--- config.mk ---
export PLATFORM = sky130hd
export DESIGN_NAME = load_unit
export DESIGN_NICKNAME = d
export VERILOG_FILES = /design/src/rtl/load_unit.sv
export SDC_FILE = /design/constraint.sdc
export NUM_CORES = 1
export LEC_CHECK = 0
export CAP_MARGIN = 20
export CORE_UTILIZATION = 49
export CTS_BUF_LIST = sky130_fd_sc_hd__clkbuf_8 sky130_fd_sc_hd__clkbuf_16
export CTS_CLUSTER_DIAMETER = 80
export DETAILED_ROUTE_END_ITERATION = 8
export PLACE_DENSITY = 0.95
export SETUP_SLACK_MARGIN = 0.02
export SYNTH_ARGS = -nofsm -noshare
export SYNTH_HDL_FRONTEND = slang
export SYNTH_SLANG_ARGS = --single-unit
--- constraint.sdc ---
create_clock -name clk_i -period 2.71 [get_ports clk_i]
set_clock_uncertainty 0.1 [all_clocks]
set_input_delay 0.271 -clock clk_i [delete_from_list [all_inputs] [get_ports clk_i]]
set_output_delay 0.271 -clock clk_i [all_outputs]
set_load 0.02 [all_outputs]
--- src/rtl/load_unit.sv ---
// Single-outstanding load port: issues an aligned word read, then aligns or extracts the
// result and returns it to writeback. A REQ+WAIT cycle counter turns a hung bus into an error.
module load_unit #(
  parameter int ADDR_WIDTH = 32,
  parameter int RD_WIDTH   = 4,
  parameter int TIMEOUT    = 255
) (
  input  logic                  clk_i,
  input  logic                  reset_ni,
  input  logic                  ld_valid_i,
  output logic                  ld_ready_o,
  input  logic [ADDR_WIDTH-1:0] ld_addr_i,
  input  logic                  ld_byte_i,
  input  logic [RD_WIDTH-1:0]   ld_rd_i,
  output logic                  mem_req_o,
  output logic [ADDR_WIDTH-1:0] mem_addr_o,
  input  logic                  mem_gnt_i,
  input  logic                  mem_rvalid_i,
  input  logic [31:0]           mem_rdata_i,
  input  logic                  mem_err_i,
  output logic                  wb_valid_o,
  input  logic                  wb_ready_i,
  output logic [31:0]           wb_data_o,
  output logic [RD_WIDTH-1:0]   wb_rd_o,
  output logic                  wb_err_o,
  output logic                  busy_o
);
  localparam int CW = $clog2(TIMEOUT + 1);

  typedef enum logic [1:0] {IDLE, REQ, WAIT, RESP} state_e;

  state_e                state_q, state_d;
  logic [1:0]            off_q, off_d;
  logic                  byte_q, byte_d;
  logic                  mem_req_q, mem_req_d;
  logic [ADDR_WIDTH-1:0] mem_addr_q, mem_addr_d;
  logic                  wb_valid_q, wb_valid_d;
  logic [31:0]           wb_data_q, wb_data_d;
  logic [RD_WIDTH-1:0]   wb_rd_q, wb_rd_d;
  logic                  wb_err_q, wb_err_d;
  logic [CW-1:0]         cnt_q, cnt_d;

  logic [63:0] rot64;
  logic [31:0] result;
  logic        timeout;

  // Rotating right by the byte offset also lands the addressed byte in [7:0].
  assign rot64   = {mem_rdata_i, mem_rdata_i} >> {off_q, 3'b000};
  assign result  = byte_q ? {24'b0, rot64[7:0]} : rot64[31:0];
  assign timeout = (cnt_q == CW'(TIMEOUT - 1));

  assign ld_ready_o = (state_q == IDLE) && reset_ni;
  assign busy_o     = (state_q != IDLE);
  assign mem_req_o  = mem_req_q;
  assign mem_addr_o = mem_addr_q;
  assign wb_valid_o = wb_valid_q;
  assign wb_data_o  = wb_data_q;
  assign wb_rd_o    = wb_rd_q;
  assign wb_err_o   = wb_err_q;

  always_comb begin
    state_d    = state_q;
    off_d      = off_q;
    byte_d     = byte_q;
    mem_req_d  = mem_req_q;
    mem_addr_d = mem_addr_q;
    wb_valid_d = wb_valid_q;
    wb_data_d  = wb_data_q;
    wb_rd_d    = wb_rd_q;
    wb_err_d   = wb_err_q;
    cnt_d      = cnt_q;
    case (state_q)
      IDLE: if (ld_valid_i) begin
        off_d      = ld_addr_i[1:0];
        byte_d     = ld_byte_i;
        wb_rd_d    = ld_rd_i;
        mem_req_d  = 1'b1;
        mem_addr_d = {ld_addr_i[ADDR_WIDTH-1:2], 2'b00};
        cnt_d      = '0;
        state_d    = REQ;
      end
      REQ: begin
        cnt_d = cnt_q + CW'(1);
        // The last allowed cycle ends in error even if a grant shows up in it.
        if (timeout) begin
          mem_req_d  = 1'b0;
          wb_valid_d = 1'b1;
          wb_err_d   = 1'b1;
          wb_data_d  = '0;
          state_d    = RESP;
        end else if (mem_gnt_i) begin
          mem_req_d = 1'b0;
          state_d   = WAIT;
        end
      end
      WAIT: begin
        cnt_d = cnt_q + CW'(1);
        if (mem_rvalid_i) begin
          wb_valid_d = 1'b1;
          wb_err_d   = mem_err_i;
          wb_data_d  = mem_err_i ? 32'b0 : result;
          state_d    = RESP;
        end else if (timeout) begin
          wb_valid_d = 1'b1;
          wb_err_d   = 1'b1;
          wb_data_d  = '0;
          state_d    = RESP;
        end
      end
      RESP: if (wb_ready_i) begin
        wb_valid_d = 1'b0;
        state_d    = IDLE;
      end
      default: state_d = IDLE;
    endcase
  end

  always_ff @(posedge clk_i or negedge reset_ni) begin
    if (!reset_ni) begin
      state_q    <= IDLE;
      off_q      <= '0;
      byte_q     <= 1'b0;
      mem_req_q  <= 1'b0;
      mem_addr_q <= '0;
      wb_valid_q <= 1'b0;
      wb_data_q  <= '0;
      wb_rd_q    <= '0;
      wb_err_q   <= 1'b0;
      cnt_q      <= '0;
    end else begin
      state_q    <= state_d;
      off_q      <= off_d;
      byte_q     <= byte_d;
      mem_req_q  <= mem_req_d;
      mem_addr_q <= mem_addr_d;
      wb_valid_q <= wb_valid_d;
      wb_data_q  <= wb_data_d;
      wb_rd_q    <= wb_rd_d;
      wb_err_q   <= wb_err_d;
      cnt_q      <= cnt_d;
    end
  end
endmodule
==> results.json <==
{
  "rsz0062_at_grt": "no",
  "drive_above_1_share": 0.206,
  "drt_iter0_drc": 83,
  "layout_min_cycle_time_ps": 2350,
  "area_growth_pct": 42.3,
  "register_area_um2": 2050,
  "cp.required_ps": 2340,
  "clock.fmax_mhz": 425,
  "setup_viol_count_final": 0,
  "track_usage": 0.229,
  "cp_max_fo": 8,
  "p_seq_frac": 0.311,
  "yosysWarnings": 0,
  "maxCapViolCount": 0,
  "cts_max_level": 3,
  "fillCellCount": 569,
  "drc": 0,
  "slew-limit-headroom": 0.601,
  "worst_pin_slew_ps": 581,
  "synth_area_um2": 4170,
  "dieArea_um2": 8880,
  "core.rowCount": 33,
  "cts_resized": 0,
  "hold_viol_final": 0,
  "dr.pass1.iters": 4,
  "syn_area_per_cell_um2": 12.0,
  "grt_pass1_vias": 3283,
  "status": "complete, no violations",
  "die_h_um": 94.2,
  "synth.distinct_cells": 43,
  "clk_pin_slew_ps": 80,
  "grt_max_degree": 83,
  "fin_setup_tns_ps": 0,
  "vias": 3234,
  "post_cts.repair.setup_buffers": 0,
  "start_util": 0.507,
  "dp_cells": 582,
  "cts_tree": "done",
  "fin_util": 0.722,
  "hold_path_class": "primary input to asynchronous set/reset pin",
  "numCtsBuffers": 9,
  "mostFrequentLayoutCells": "145 x clkdlybuf4s50_1, 82 x dfrtp_1, 53 x mux2_2, 24 x nor2_1, 23 x nand2_1",
  "ios": 149,
  "drv_slew": 0,
  "critPathLaunchType": "flop",
  "core_area_um2": 8220,
  "port_buffers": 146,
  "drt-vias-per-instance": 5.39,
  "instances_no_fill": 600,
  "num_antenna_cells": 0,
  "synthCells": 348,
  "multi_input_area_um2": 1940,
  "root_buffer": "clkbuf_8",
  "insertion_delay_ps": 330,
  "comb_power_share": 0.549,
  "synth_seq_cells": 82,
  "swShare": 0.389,
  "antenna_found_initial": 0,
  "routed_wl_um": 9900,
  "min_period_over_period": 0.868,
  "clock_sinks": 82,
  "gp_congestion": 0.810,
  "grt_first_pass_wirelength_um": 15600,
  "critPathKind": "flop to output port",
  "power_frac_clock": 0.141,
  "final_common_cell": "clkdlybuf4s50_1",
  "yosysTopAreaCell": "dfrtp_1",
  "antenna_left": 0,
  "p_leak_nw": 2.47,
  "hpwl_um": 7210,
  "p_total_mw": 6.77,
  "die_w_um": 94.2,
  "overflow": 0,
  "hold_ws_ps": 368,
  "crit_arrival_ps": 1980,
  "synthDominantCellAreaShare": 0.492,
  "cp-end-kind": "output port",
  "wire_per_inst_um": 16.5,
  "worst_r2r_path_depth": 6,
  "yosysSeqAreaShare": 0.492,
  "clockBufferDepth": 2,
  "fin_nets": 573,
  "intPower_mw": 4.13,
  "peakVddDrop_v": 0.000738,
  "power_density_nw_per_um2": 1140,
  "p_switching_mw": 2.63,
  "ys_top_cells_by_area": "dfrtp_1 49%, mux2_2 14%, o2bb2ai_2 6.8%"
}
metal layers:
layer  share of wire  GRT usage  up-vias
li1                -          -     1529
met1            0.41      0.283     1541
met2            0.49      0.380      147
met3           0.081     0.0607       17
met4           0.019     0.0910        0
met5               0          0        -
cells by family after synthesis:
kind of cell | synth area share
compound gates | 0.168
xor+xnor | 0.00841
fa+ha+maj | 0.0210
buf+inv | 0.0438
flops | 0.492
mux | 0.186
other cells | 0.000900
simple gates | 0.0793
power by group through the flow:
stage / Clock [mW] / Combinational, mW / Sequential (mW)
CTS: 0.979 / 3.71 / 2.10
finish: 0.952 / 3.71 / 2.10
global placement: 0 / 3.60 / 2.08
global route: 1.03 / 4.00 / 2.17
detailed placement: 0 / 3.70 / 2.11
floorplan: 0 / 1.77 / 2.62
worst max-delay path, cell delays in order, from the launching register on:
cell and delay, ps:
dfrtp_1 430, inv_1 140, ha_1 320, and2_1 170
clkdlybuf4s50_1 600
cells in the mapped netlist, drive strengths merged:
master,count
conb,1
nand3,3
nor4,1
a21oi,19
nor3b,1
nor2b,4
nand4,1
nor3,5
a32oi,2
o22ai,1
nor4b,1
a21boi,1
nand2,23
nand3b,1
o21ai,22
o211ai,1
ha,7
or3,1
and2,2
a211oi,1
o2bb2ai,33
buf,20
a31o,1
nor2,25
dfrtp,82
a22o,1
mux2i,18
nand2b,1
xnor2,4
inv,6
clkbuf,5
mux2,53
or2,1
through the flow:
stage / area, µm² / setup slack [ps]
after floorplan: 4170 / 885
after global routing: 5930 / 240
after global placement: 5670 / 722
final: 5930 / 357
after detailed placement: 5670 / 585
after CTS: 5890 / 343
final timing paths:
path                                          startpoint                         to  slack [ps]
worst max-delay path              state_q[1]$_DFFE_PN0P_                 ld_ready_o         360
worst min-delay path                            reset_ni     wb_valid_o$_DFFE_PN0P_         370
worst max register to register    state_q[1]$_DFFE_PN0P_  wb_data_o[10]$_DFFE_PN0P_         470
worst min register to register  wb_data_o[4]$_DFFE_PN0P_   wb_data_o[4]$_DFFE_PN0P_         390
max in group asynchronous                       reset_ni       cnt_q[4]$_DFFE_PN0P_        1550
min in group clk_i              wb_data_o[4]$_DFFE_PN0P_   wb_data_o[4]$_DFFE_PN0P_         390
final cells by class:
type	instances	area share
well taps	105	0.0222
inverters	6	0.00380
flip-flops and latches	82	0.346
clock inverters	6	0.0137
clock buffers	10	0.0232
repair buffers	155	0.263
multi-input cells	236	0.328
what timing repair did:
| item | 4_1_cts | 5_1_grt |
|---|---|---|
| hold endpoints to repair | 0 | 16 |
| setup endpoints to repair | 0 | 0 |
| hold buffers | 0 | 1 |
flip-flops by register name (all words and copies together) (netlist names), 2 cells and up:
register / flops
state_q: 2
mem_addr_o: 30
cnt_q: 8
off_q: 2
wb_rd_o: 4
wb_data_o: 32
(Power assumes the default switching activity.)
